==> config.mk <==
export PLATFORM = sky130hd
export DESIGN_NAME = alu_arbitro_secuenciador
export DESIGN_NICKNAME = d
export VERILOG_FILES = /design/src/rtl/alu_arbitro_secuenciador.sv
export SDC_FILE = /design/constraint.sdc
export NUM_CORES = 1
export LEC_CHECK = 0
export ABC_AREA = 0
export BUFFER_PORTS_ARGS = -buffer_cell sky130_fd_sc_hd__buf_2
export CAP_MARGIN = 20
export CORE_MARGIN = 3
export CORE_UTILIZATION = 45
export CTS_CLUSTER_SIZE = 30
export DETAILED_ROUTE_END_ITERATION = 10
export PLACE_DENSITY_LB_ADDON = 0.15
export SETUP_SLACK_MARGIN = 0.2
export SLEW_MARGIN = 30
export SYNTH_ARGS = -nofsm -noshare
export SYNTH_HDL_FRONTEND = slang
export SYNTH_SLANG_ARGS = --single-unit
==> constraint.sdc <==
create_clock -name i_Reloj -period 4.9 [get_ports i_Reloj]
set_input_delay 0.245 -clock i_Reloj [delete_from_list [all_inputs] [get_ports i_Reloj]]
set_output_delay 0.245 -clock i_Reloj [all_outputs]
set_load 0.05 [all_outputs]
==> src/rtl/alu_arbitro_secuenciador.sv <==
// Round-robin sharing of one combinational ALU between two requesters.
// Ports: i_Valido_k/i_Opcode_k/i_Operando_{A,B}_k in, o_Listo_k/o_Hecho_k out,
// o_Control_ALU/o_Operandos to ALU, i_Resultado_ALU/i_Banderas_ALU from ALU,
// o_Resultado/o_Banderas/o_Error captured status, o_Ocupado when not idle.
module alu_arbitro_secuenciador #(
   parameter int unsigned LATENCIA      = 1,
   parameter logic [15:0] OPCODE_VALIDO = 16'hFF04
) (
   input  logic        i_Reloj,
   input  logic        i_Reset_n,
   input  logic        i_Valido_0,
   input  logic        i_Valido_1,
   input  logic [3:0]  i_Opcode_0,
   input  logic [3:0]  i_Opcode_1,
   input  logic [7:0]  i_Operando_A_0,
   input  logic [7:0]  i_Operando_A_1,
   input  logic [7:0]  i_Operando_B_0,
   input  logic [7:0]  i_Operando_B_1,
   output logic        o_Listo_0,
   output logic        o_Listo_1,
   output logic        o_Hecho_0,
   output logic        o_Hecho_1,
   output logic [7:0]  o_Resultado,
   output logic [2:0]  o_Banderas,
   output logic        o_Error,
   output logic        o_Ocupado,
   output logic [3:0]  o_Control_ALU,
   output logic [15:0] o_Operandos,
   input  logic [7:0]  i_Resultado_ALU,
   input  logic [2:0]  i_Banderas_ALU
);

   typedef enum logic [1:0] {
      INACTIVO  = 2'd0,
      EJECUTA   = 2'd1,
      RESPUESTA = 2'd2
   } estado_t;

   localparam logic [3:0] CUENTA_INI = 4'(LATENCIA - 1);

   estado_t     estado_q, estado_d;
   logic        prioridad_q, prioridad_d;
   logic        id_q, id_d;
   logic [3:0]  contador_q, contador_d;
   logic [3:0]  control_q, control_d;
   logic [15:0] operandos_q, operandos_d;
   logic [7:0]  resultado_q, resultado_d;
   logic [2:0]  banderas_q, banderas_d;
   logic        error_q, error_d;
   logic        hecho_0_q, hecho_0_d;
   logic        hecho_1_q, hecho_1_d;

   logic        en_inactivo;
   logic        gana_0;
   logic        gana_1;
   logic        acepta;
   logic [3:0]  opcode_sel;
   logic [7:0]  a_sel;
   logic [7:0]  b_sel;
   logic        legal;

   // Tie goes to the requester named by prioridad.
   assign gana_0 = i_Valido_0 & (~i_Valido_1 | ~prioridad_q);
   assign gana_1 = i_Valido_1 & (~i_Valido_0 | prioridad_q);

   assign en_inactivo = (estado_q == INACTIVO);
   assign acepta      = en_inactivo & (i_Valido_0 | i_Valido_1);

   assign opcode_sel = gana_1 ? i_Opcode_1     : i_Opcode_0;
   assign a_sel      = gana_1 ? i_Operando_A_1 : i_Operando_A_0;
   assign b_sel      = gana_1 ? i_Operando_B_1 : i_Operando_B_0;
   assign legal      = OPCODE_VALIDO[opcode_sel];

   // Listo is masked by reset so every output reads 0 while held in reset.
   assign o_Listo_0 = i_Reset_n & en_inactivo & gana_0;
   assign o_Listo_1 = i_Reset_n & en_inactivo & gana_1;

   assign o_Hecho_0     = hecho_0_q;
   assign o_Hecho_1     = hecho_1_q;
   assign o_Resultado   = resultado_q;
   assign o_Banderas    = banderas_q;
   assign o_Error       = error_q;
   assign o_Ocupado     = ~en_inactivo;
   assign o_Control_ALU = control_q;
   assign o_Operandos   = operandos_q;

   always_comb begin
      estado_d    = estado_q;
      prioridad_d = prioridad_q;
      id_d        = id_q;
      contador_d  = contador_q;
      control_d   = control_q;
      operandos_d = operandos_q;
      resultado_d = resultado_q;
      banderas_d  = banderas_q;
      error_d     = error_q;
      hecho_0_d   = 1'b0;
      hecho_1_d   = 1'b0;
      unique case (estado_q)
         INACTIVO: begin
            if (acepta) begin
               prioridad_d = ~gana_1;
               id_d        = gana_1;
               if (legal) begin
                  estado_d    = EJECUTA;
                  contador_d  = CUENTA_INI;
                  control_d   = opcode_sel;
                  operandos_d = {a_sel, b_sel};
               end else begin
                  // Illegal op never reaches the ALU.
                  estado_d    = RESPUESTA;
                  resultado_d = 8'h00;
                  banderas_d  = 3'b000;
                  error_d     = 1'b1;
                  hecho_0_d   = ~gana_1;
                  hecho_1_d   = gana_1;
               end
            end
         end
         EJECUTA: begin
            if (contador_q == 4'd0) begin
               estado_d    = RESPUESTA;
               resultado_d = i_Resultado_ALU;
               banderas_d  = i_Banderas_ALU;
               error_d     = 1'b0;
               control_d   = 4'h0;
               operandos_d = 16'h0000;
               hecho_0_d   = ~id_q;
               hecho_1_d   = id_q;
            end else begin
               contador_d = contador_q - 4'd1;
            end
         end
         RESPUESTA: begin
            estado_d = INACTIVO;
            error_d  = 1'b0;
         end
         default: begin
            estado_d = INACTIVO;
         end
      endcase
   end

   always_ff @(posedge i_Reloj or negedge i_Reset_n) begin
      if (!i_Reset_n) begin
         estado_q    <= INACTIVO;
         prioridad_q <= 1'b0;
         id_q        <= 1'b0;
         contador_q  <= 4'd0;
         control_q   <= 4'h0;
         operandos_q <= 16'h0000;
         resultado_q <= 8'h00;
         banderas_q  <= 3'b000;
         error_q     <= 1'b0;
         hecho_0_q   <= 1'b0;
         hecho_1_q   <= 1'b0;
      end else begin
         estado_q    <= estado_d;
         prioridad_q <= prioridad_d;
         id_q        <= id_d;
         contador_q  <= contador_d;
         control_q   <= control_d;
         operandos_q <= operandos_d;
         resultado_q <= resultado_d;
         banderas_q  <= banderas_d;
         error_q     <= error_d;
         hecho_0_q   <= hecho_0_d;
         hecho_1_q   <= hecho_1_d;
      end
   end

endmodule

# Word level (Yosys, flattened, before mapping)
# Memory sizes are Yosys's and may differ from the RTL's.
# Cells that the tools add are included.
[totals] regBits=42 latchBits=0 ramBits=0 romBits=16 inputBits=55 elab_cells=86 n_memories=1
[classes] n_addsub=1 mul=0 n_div=0 magnitude_cmp=1 n_eq_ne=7 shifts=0 mux=40 n_bitwise=15 n_reduce_logical=10
[memory_table] name="(name not given)" depth=16 word_bits=1 read_ports=1 rd_clocked_by_memory_dff=0 wr=0 line="72" rtl="assign legal = OPCODE_VALIDO[opcode_sel];"
[op_table] op="$mux 16" n=3
[op_table] op="$mux 8" n=5
[op_table] op="$pmux 16 s2" n=1
[op_table] op="$mux 4" n=7
[op_table] op="$pmux 4 s2" n=2
[op_table] op="$pmux 8 s2" n=1
[op_table] op="$reduce_and 4->1" n=4
[op_table] op="$mux 1" n=10
[op_table] op="$mux 3" n=3
[op_table] op="$and 1x1->1" n=6
[op_table] op="$mux 2" n=3
[op_table] op="$ne 2x2->1 const B" n=3
[op_table] op="$not 1->1" n=6
[op_table] op="$pmux 3 s2" n=1
[op_table] op="$lt 4x5->1 const B" n=1
[op_table] op="$logic_not 4->1" n=1
[op_table] op="$ne 2x1->1 const B" n=2
[op_table] op="$pmux 1 s2" n=2
[op_table] op="$pmux 2 s2" n=1
[op_table] op="$reduce_and 2->1" n=2
[op_table] op="$sub 4x1->4 const B" n=1
[op_table] op="$or 1x1->1" n=3
[op_table] op="$pmux 1 s3" n=1
[op_table] op="$reduce_bool 3->1" n=1
[op_table] op="4 further kinds" n=4

# Depth between registers and ports, before layout
# Gate-level depths: netlist of the first run.
[logic_depth] ltp_word=9 ltp_mapped=8 depth_no_buf=7

# Worst setup path before layout of the first run
# OpenSTA, ideal clock, no wires.
[synth_path] path_kind="register to register" start="reg contador_q[0]" end="reg banderas_q[1], in the netlist o_Banderas[1]" t_arrival_ns=1.838 required_ns=4.779 path_slack_ns=2.941 stages_incl_launch_ff=9 cell_sequence="dfrtp_1 > inv_1 > ha_1 > or3b_1 > and2_4 > nor2_1 > a21oi_1 > buf_2 > a22o_1"
[synth_between] elab_chain_cells=3
[synth_rtl] element="from (decl)" line="44" rtl="logic [3:0] contador_q, contador_d;"
[synth_rtl] element="from (signal assigned)" line="161" rtl="contador_q <= contador_d;"
[synth_rtl] element="$logic_not 4->1" line="121" rtl="if (contador_q == 4'd0) begin"
[synth_rtl] element="$ne 2x2->1 (no source line)"
[synth_rtl] element="$reduce_and 4->1 (no source line)"
[synth_rtl] element="to (signal assigned)" line="165" rtl="banderas_q <= banderas_d;"
[synth_rtl] element="to (decl)" line="48" rtl="logic [2:0] banderas_q, banderas_d;"
# No other way between the ends.
# A chain may end at the register's enable or synchronous reset.

# Final worst setup path of the first run
[layout_path] start="reg estado_q[1]" end="reg resultado_q[0], in the netlist o_Resultado[0]"
[layout_between] elab_chain_cells=4 elab_cells_between_ends=9
[layout_rtl] element="from (decl)" line="41" rtl="estado_t estado_q, estado_d;"
[layout_rtl] element="from (signal assigned)" line="158" rtl="estado_q <= estado_d;"
[layout_rtl] element="$logic_not 2->1" line="66, 99"
[layout_rtl] element="$and 1x1->1" line="67" rtl="assign acepta = en_inactivo & (i_Valido_0 | i_Valido_1);"
[layout_rtl] element="$ne 2x1->1 (no source line)"
[layout_rtl] element="$reduce_and 4->1 (no source line)"
[layout_rtl] element="to (signal assigned)" line="164" rtl="resultado_q <= resultado_d;"
[layout_rtl] element="to (decl)" line="47" rtl="logic [7:0] resultado_q, resultado_d;"
# Parallel ways exist; a longest one is shown, timed or not.

==> results of run 1 <==
-- worst max-delay path, delay by kind of cell, from the launching register on --
| kind | cells | cell delay (ns) |
|---|---|---|
| flops | 1 | 0.39 |
| buf+inv | 1 | 0.10 |
| fa+ha+maj | 1 | 0.77 |
| simple gates | 2 | 0.54 |
| compound gates | 2 | 0.96 |
-- final timing paths --
| path | from | end | slack [ns] | cells after the start |
|---|---|---|---|---|
| hold / removal | i_Reset_n | o_Operandos[2] | 0.009 | 2 |
| setup / recovery | estado_q[1] | o_Resultado[0] | 2.07 | 6 |
| max in group asynchronous | i_Reset_n | o_Resultado[0] | 4.52 | 2 |
| min in group i_Reloj | i_Banderas_ALU[1] | o_Banderas[1] | 0.17 | 2 |
| setup reg to reg | estado_q[1] | o_Resultado[0] | 2.07 | 6 |
| hold reg to reg | o_Operandos[10] | o_Operandos[10] | 0.50 | 2 |
-- synthesized netlist by cell type, drive strengths merged --
cell	number
a32o	1
ha	5
or3b	2
and4b	1
nor3b	1
inv	7
nor2	8
o32ai	1
a22o	14
a21oi	6
clkbuf	6
o22ai	1
or3	3
o21ai	29
a21o	1
nand2	8
or2	1
a31oi	1
a221oi	1
o31a	2
and2	4
a211oi	1
buf	8
and3	3
nand2b	2
mux2i	20
o31ai	17
dfrtp	42
nand3	5
-- layer usage --
layer	vias to the layer above	wire length, um	GRT usage	part of all wire
met5	-	0	0	0
met4	0	52	0.0524	0.010
met3	7	300	0.0383	0.060
met2	59	2340	0.282	0.46
met1	904	2340	0.241	0.46
li1	912	-	-	-
-- cells by family (layout without fill, tap and decap cells) --
logic type,count (synthesis),after routing,synth area share
compound gates,75,75,0.244
fa+ha+maj,5,5,0.0288
buf+inv,21,107,0.0507
flops,42,42,0.484
mux,20,20,0.0921
simple gates,38,38,0.101
-- registers in the layout, summed over array words and instances, names as in the netlist --
| name | cells |
|---|---|
| o_Operandos | 16 |
| o_Hecho_1 | 1 |
| o_Resultado | 8 |
| id_q | 1 |
| estado_q | 2 |
| o_Control_ALU | 4 |
| contador_q | 4 |
| prioridad_q | 1 |
| o_Hecho_0 | 1 |
| o_Error | 1 |
| o_Banderas | 3 |
-- where the power goes --
part / internal (uW) / total, uW / leakage (uW) / switching [uW]
clock: 217 / 334 / 0.0000714 / 117
sequential: 498 / 575 / 0.000534 / 76.9
combinational: 335 / 1180 / 0.000836 / 840
-- final cells by class --
| class | count | share of cell area |
|---|---|---|
| multi-input cells | 138 | 0.367 |
| flip-flops and latches | 42 | 0.381 |
| well taps | 52 | 0.0236 |
| clock buffers | 6 | 0.0299 |
| inverters | 7 | 0.00952 |
| clock inverters | 2 | 0.0217 |
| repair buffers | 92 | 0.168 |
-- per-stage QoR --
step | std cells | total power, uW | area [sq um] | hold slack [ns] | setup slack, ns
final | 339 | 2080 | 2760 | 0.00853 | 2.07
after global routing | 339 | 2230 | 2760 | 0.0512 | 1.82
after CTS | 339 | 2100 | 2760 | 0.0335 | 2.05
after detailed placement | 331 | 1760 | 2620 | 0.352 | 2.07
after global placement | 331 | 1750 | 2620 | 0.343 | 2.15
after floorplan | 201 | 1530 | 2170 | -0.0506 | 2.94
==> summary.md, run 1 <==
| Metric | Value |
|---|---|
| Crit path max fanout | `28` |
| FF+latch count, synth | `42` |
| Drt via density | `5.55` |
| Pin count of the biggest net entering global routing | `45` |
| Worst-Margin Slew | `0.915 ns` |
| Maximum VDD drop | `between 300 and 400 uV` |
| DP HPWL | `approximately 3700 um` |
| Residual DRC | `0` |
| Syn_nets | `261` |
| Post-layout net count | `346` |
| Register area share after synthesis | `0.484` |
| Final core occ | `0.613` |
| Core Rows | `24` |
| RSZ-0062 raised after global routing | `no` |
| Total Die Area | `about 0.0057 sq mm` |
| Crit path cell chain | `inv_1 -> ha_1 -> and2_4 -> nor2_1 -> a21oi_1 -> a22o_1` |
| Synth top area cells | `dfrtp_1, mux2i_1, o31ai_1, a22o_1, o21ai_0` |
| GP Congestion | `0.872` |
| Clock sink total | `42` |
| CP arrival | `3.05 ns` |
| CP max stage delay | `0.77 ns` |
| Top Ports | `92` |
| Gr ovfl total | `0` |
| Initial core utilization | `0.482` |
| Slew Viols, Final | `0` |
| LEAKAGE | `0.00144 uW` |
| Synthesized instance count | `201` |
| Final setup fails | `0` |
| Max clock buf depth | `2` |
| Slew Limit Headroom | `0.390` |
| Synth unique cells | `39` |
| Post-DRT Antenna Nets | `0` |
| Post-Syn Area per Cell | `10.8 sq um` |
| Clk root buf | `clkbuf_8` |
| Status | `finished clean` |
| Die W | `around 75 um` |
| First-pass detailed-route iteration total | `5` |
| Initial antenna violation count | `0` |
| Crit. End Element | `register` |
| First-pass GRT wire length | `7690 um` |
| Commonest non-fill, non-tap cells in the layout | `buf_2, dfrtp_1, o21ai_0, mux2i_1, o31ai_1` |
| # H-tree levels | `2` |
| Crit path required time | `5.12 ns` |
| Area of the core | `about 0.0045 sq mm` |
| MaxCap Viol Count | `0` |
| CTS Buf Count | `5` |
| Post-CTS Resized | `0` |
| Setup bufs post-CTS | `0` |
| Die Ht | `75.5 um` |
| Vias in the first global route | `1680` |
| Mapped cell area | `0.00217 sq mm` |
| GRT Util Overall | `0.176` |
| Hold Buf Count CTS | `0` |
| Crit share post-route | `0.577` |
| Number of port buffers | `91` |
| Fill cells | `390` |
| Max Clock Freq | `353 MHz` |
| Warnings from Yosys | `0` |
| CTS tree | `built` |
| Fin. Hold Viols | `0` |
| Detailed-route via count | `between 1500 and 2000` |
| Top-area cell type share of the netlist area | `0.484` |
| Crit path kind | `reg2reg` |
| Initial DRC count | `79` |
| Layout cells sized above 1 | `0.387` |
| Fin crit period | `2.83 ns` |
| Yosys top cell by area | `dfrtp_1` |
| Routed wire per std cell | `14.9 um` |
| PwrDens | `755 mW/mm^2` |
| Area Overhead vs Synth | `27.1%` |
| Clock latency on the worst-skew pair | `0.29 ns` |
| Commonest non-fill, non-tap cell in the layout | `buf_2` |
| Multi-input logic area | `0.00101 sq mm` |
| Slowest cell on crit path | `ha_1` |
| Setup TNS | `0 ns` |
| Final wirelength | `5040 um` |
| Reg area | `around 0.0011 sq mm` |
| Diode count | `0` |
| Worst Hold Class | `in2async` |
| Crit start category | `register` |
| Clock Skews | `~0.0037 ns` |
| Clk slew on worst S/H paths | `0.08 ns` |
Power figures use the tool's default switching activity.
==> run 2, diff against run 1 <==
--- a/config.mk
+++ b/config.mk
@@ -9,7 +9,7 @@
 export BUFFER_PORTS_ARGS = -buffer_cell sky130_fd_sc_hd__buf_2
 export CAP_MARGIN = 20
 export CORE_MARGIN = 3
-export CORE_UTILIZATION = 45
+export CORE_UTILIZATION = 43
 export CTS_CLUSTER_SIZE = 30
 export DETAILED_ROUTE_END_ITERATION = 10
 export PLACE_DENSITY_LB_ADDON = 0.15
==> constraint.sdc (replaced) <==
create_clock -name i_Reloj -period 2.3 [get_ports i_Reloj]
set_input_delay 0.115 -clock i_Reloj [delete_from_list [all_inputs] [get_ports i_Reloj]]
set_output_delay 0.115 -clock i_Reloj [all_outputs]
set_load 0.05 [all_outputs]
==> summary.md, run 2 (synthesis results as in run 1) <==
| Metric | Value |
|---|---|
| Max reg flops | `16` |
| Fill cells | `466` |
| Crit path cell chain | `inv_2 -> ha_1 -> or3b_4 -> and2_4 -> nor2_2 -> a21oi_4 -> a22o_1` |
| Layout cells sized above 1 | `0.414` |
| First-pass detailed-route iteration total | `4` |
| CTS tree | `built` |
| Clk root buf | `clkbuf_8` |
| Commonest non-fill, non-tap cell in the layout | `buf_2` |
| Vias in the first global route | `1842` |
| Fin. Hold Viols | `0` |
| Clk slew on worst S/H paths | `roughly 0.090 ns` |
| GRT Util Overall | `0.182` |
| Area of the core | `0.00482 sq mm` |
| Max Clock Freq | `513 MHz` |
| Final setup fails | `0` |
| Slew Limit Headroom | `0.603` |
| Max clock buf depth | `2` |
| CP max stage delay | `0.40 ns` |
| Initial DRC count | `89` |
| Setup TNS | `0 ns` |
| Top Ports | `slightly above 90` |
| Clock sink total | `between 40 and 50` |
| Clock Skews | `0.00999 ns` |
| LEAKAGE | `0.00148 uW` |
| MaxCap Viol Count | `0` |
| Initial core utilization | `0.451` |
| Crit path required time | `2.49 ns` |
| Fin crit period | `1.95 ns` |
| Number of port buffers | `91` |
| Gr ovfl total | `0` |
| Setup bufs post-CTS | `0` |
| Worst Hold Class | `in2reg` |
| Detailed-route via count | `1930` |
| Core Rows | `25` |
| Int Pwr | `2320 uW` |
| CP Buf/Inv Count | `1` |
| Placed cells | `roughly 350` |
| Crit start category | `register` |
| # H-tree levels | `2` |
| Clock latency on the worst-skew pair | `0.29 ns` |
| Residual DRC | `0` |
| Comb power frac | `0.582` |
| Die W | `77.1 um` |
| Crit. End Element | `register` |
| Sw frac | `0.495` |
| Clock power frac | `0.152` |
| Worst-Margin Slew | `between 0.5 and 0.6 ns` |
| Status | `finished clean` |
| RSZ-0062 raised after global routing | `no` |
| Final core occ | `0.594` |
| CTS Buf Count | `5` |
| Pin count of the biggest net entering global routing | `40` |
| Final wirelength | `5490 um` |
| Area Overhead vs Synth | `31.5%` |
| WHS | `0.0298 ns` |
| DP HPWL | `4000 um` |
| Crit share post-route | `0.848` |
| Slew Viols, Final | `0` |
| Commonest non-fill, non-tap cells in the layout | `buf_2, dfrtp_1, o21ai_0, mux2i_1, o31ai_1` |
| PwrDens | `~1600 mW/mm^2` |
| Sw Pwr | `~2300 uW` |
| Post-DRT Antenna Nets | `0` |
| Total Die Area | `0.00594 sq mm` |
| Crit path max fanout | `12` |
| CP arrival | `2.14 ns` |
| Diode count | `0` |
| Slowest cell on crit path | `dfrtp_1` |
| GP Congestion | `approximately 0.85` |
| CP top delay family | `simple AND/OR/NAND/NOR gates` |
| First-pass GRT wire length | `roughly 9000 um` |
| Die Ht | `77.1 um` |
| Maximum VDD drop | `637 uV` |
| Post-layout net count | `354` |
| Initial antenna violation count | `0` |
| Reg power frac | `0.267` |
| Crit path kind | `reg2reg` |
| Routed wire per std cell | `15.2 um` |
| Drt via density | `between 5 and 6` |
| Final std cells w/o fill | `between 300 and 400` |
## run 2: area by class of cell
| type | count | area (sq um) | area share |
|---|---|---|---|
| sequential | 42 | 1050 | 0.368 |
| multi-input combinational | 139 | 1040 | 0.363 |
| timing repair buffer | 99 | 522 | 0.182 |
| tap | 67 | 83.8 | 0.0293 |
| clock buffer | 5 | 68.8 | 0.0241 |
| clock inverter | 3 | 68.8 | 0.0241 |
| inverter | 7 | 26.3 | 0.00919 |
## run 2: final timing paths
kind                       slack (ns)          startpoint  depth (start not counted)             end
max                              0.35       contador_q[0]                          7   o_Banderas[2]
min                              0.03  i_Resultado_ALU[7]                          2  o_Resultado[7]
max reg2reg                      0.35       contador_q[0]                          7   o_Banderas[2]
min reg2reg                      0.50      o_Operandos[5]                          2  o_Operandos[5]
max in group asynchronous        1.39           i_Reset_n                          3   contador_q[0]
min in group asynchronous        0.20           i_Reset_n                          2  o_Resultado[1]
## run 2: power groups by stage
stage	sequential [uW]	combinational [uW]	clock (uW)
after floorplan	2100	1160	0
after global placement	1230	2600	0
after detailed placement	1240	2620	0
after CTS	1230	2630	718
after global routing	1270	2880	749
final	1230	2680	698
## run 2: per-layer routing
metal,share of wire,wire (um),track usage,vias to the layer above
li1,-,-,-,931
met1,0.45,2450,0.231,944
met2,0.49,2700,0.308,49
met3,0.053,293,0.0493,6
met4,0.0089,49,0.0480,0
met5,0,0,0,-
## run 2: worst register-to-register path, stage by stage (launching register included)
cell,delay [ns]
dfrtp_1,0.40
inv_2,0.09
ha_1,0.17
or3b_4,0.40
and2_4,0.22
nor2_2,0.18
a21oi_4,0.13
a22o_1,0.25
## run 2: per-stage QoR
| stage | area [sq um] | setup WS, ns | total power, uW |
|---|---|---|---|
| after global placement | 2680 | 0.0974 | 3830 |
| after detailed placement | 2680 | 0.0160 | 3860 |
| after global routing | 2860 | 0.215 | 4890 |
| final | 2860 | 0.351 | 4600 |
| after floorplan | 2170 | 0.341 | 3260 |
| after CTS | 2830 | 0.231 | 4580 |
## run 2: repair_timing
action                                 CTS  global route
setup endpoints to repair               11            16
pin swaps                                0             1
cloned                                   0             1
gates resized for setup                  1             6
hold buffers                             1             0
endpoints found under the hold margin    3             0
==> run 3, diff against run 2 <==
==> constraint.sdc (replaced) <==
create_clock -name i_Reloj -period 1.75 [get_ports i_Reloj]
set_input_delay 0.0875 -clock i_Reloj [delete_from_list [all_inputs] [get_ports i_Reloj]]
set_output_delay 0.0875 -clock i_Reloj [all_outputs]
set_load 0.05 [all_outputs]
==> summary.md, run 3 (synthesis results as in run 1) <==
| Metric | Value |
|---|---|
| Final setup fails | `34` |
| Routed wire per std cell | `roughly 16 um` |
| Multi-input logic area | `0.00119 sq mm` |
| DP HPWL | `~4000 um` |
| Commonest non-fill, non-tap cell in the layout | `buf_2` |
| Worst r2r dst | `o_Operandos[11]` |
| Initial core utilization | `0.451` |
| GRT Util Overall | `0.186` |
| Worst Hold Class | `in2reg` |
| Initial DRC count | `102` |
| R2R Path Start | `contador_q[1]` |
| Reg2Reg Depth | `8` |
| Number of port buffers | `91` |
| Status | `complete, but fails checks` |
| Hold endpoint | `o_Resultado[0]` |
| Clock latency on the worst-skew pair | `0.29 ns` |
| Top Ports | `92` |
| Total power | `just over 7000 uW` |
| Core Rows | `25` |
| CTS Buf Count | `5` |
| Clk slew on worst S/H paths | `0.07 ns` |
| Crit path max fanout | `5` |
| Pin count of the biggest net entering global routing | `42` |
| First-pass GRT wire length | `9000 um` |
| Max clock buf depth | `2` |
| Crit. End Element | `register` |
| Layout cells sized above 1 | `0.571` |
| Failing checks | `setup timing` |
| # H-tree levels | `2` |
| Clock sink total | `42` |
| Final wirelength | `6330 um` |
| Worst Slack Setup Final | `-0.117 ns` |
| DP Area | `between 0.002 and 0.003 sq mm` |
| First-pass detailed-route iteration total | `4` |
| Die W | `77.1 um` |
| Commonest non-fill, non-tap cells in the layout | `buf_2, dfrtp_1, buf_4, mux2i_1, o21ai_2` |
| Detailed-route via count | `2094` |
| DP Worst Slack | `-0.0266 ns` |
| Residual DRC | `0` |
| Clock Skews | `0.00776 ns` |
| Crit path required time | `1.91 ns` |
| Setup TNS | `-2.14 ns` |
| Reg2reg setup slack | `-0.12 ns` |
| LEAKAGE | `~0.0017 uW` |
| Total Die Area | `0.00594 sq mm` |
| Max Clock Freq | `536 MHz` |
| Fill cells | `404` |
| Area of the core | `roughly 0.0048 sq mm` |
| Worst Hold Launch | `i_Resultado_ALU[0]` |
| Initial antenna violation count | `0` |
| GP Congestion | `0.785` |
| Crit path kind | `reg2reg` |
| Slew Limit Headroom | `0.663` |
| Post-DRT Antenna Nets | `0` |
| PwrDens | `2140 mW/mm^2` |
| Hold Path Cell Cnt | `2` |
| CP arrival | `around 2 ns` |
| MaxCap Viol Count | `0` |
| Fin. Hold Viols | `0` |
| Reg area | `~0.0011 sq mm` |
| Crit start category | `register` |
| Slew Viols, Final | `0` |
| Clk root buf | `clkbuf_8` |
| Maximum VDD drop | `1010 uV` |
| Fin crit period | `1.87 ns` |
| Crit share post-route | `1.07` |
| Die Ht | `slightly below 80 um` |
| Drt via density | `5.29` |
| RSZ-0062 raised after global routing | `yes` |
| Gr ovfl total | `0` |
| Post-layout net count | `between 300 and 400` |
| Vias in the first global route | `1905` |
| Post-route cell area | `about 0.0034 sq mm` |
| Max reg flops | `16` |
| CTS tree | `built` |
| Worst-Margin Slew | `between 0.5 and 0.6 ns` |
| Diode count | `0` |
| Area Overhead vs Synth | `55.2%` |
run 3: critical path, stage by stage, from the launching register on:
cell and delay, ns:
dfrtp_1 0.41, inv_2 0.09, ha_4 0.13, or3b_4 0.38, and2_4 0.18, buf_4 0.17, clkbuf_16 0.16, o21ai_2 0.14
o31ai_1 0.09
run 3: worst max-delay path by stage:
stage,startpoint,end,slack (ns),depth (start not counted)
after detailed placement,i_Opcode_1[0],o_Resultado[3],-0.03,6
final,contador_q[1],o_Operandos[11],-0.12,8
after CTS,contador_q[1],o_Error,-0.04,7
after global routing,contador_q[1],o_Error,-0.24,7
after global placement,i_Opcode_1[0],o_Banderas[2],0.005,6
after floorplan,contador_q[0],o_Error,-0.02,7
run 3: area by class of cell:
| type | instances | share of cell area |
|---|---|---|
| clock inverter | 1 | 0.00148 |
| multi-input combinational | 139 | 0.353 |
| inverter | 7 | 0.00891 |
| timing repair buffer | 133 | 0.274 |
| clock buffer | 7 | 0.0256 |
| sequential | 42 | 0.312 |
| tap | 67 | 0.0249 |
run 3: through the flow:
step / hold slack [ns] / util / instances
2_1_floorplan: -0.208 / - / 201
3_3_place_gp: -0.102 / 0.588 / 362
3_5_place_dp: -0.102 / 0.588 / 362
4_1_cts: 0.00256 / 0.630 / 376
5_1_grt: -0.00102 / 0.700 / 396
6_report: 0.0128 / 0.700 / 396
run 3: repair_timing:
action,CTS,global route
setup buffers,4,16
pin swaps,6,15
resized for setup,19,53
cloned,1,4
endpoints found under the setup margin,40,42
hold endpoints to repair,42,0
hold buffers,1,0
run 3: power breakdown:
group / internal, uW / switching [uW]
sequential: 1400 / 274
clock: 318 / 311
combinational: 2000 / 2910
total: 3710 / 3490
run 3: layer usage:
layer  up-vias  global-route usage  wire length, um
met1      1025               0.245             2770
met3         2              0.0505              324
met4         0              0.0374                8
met5         -                   0                0
li1       1006                   -                -
met2        61               0.307             3230
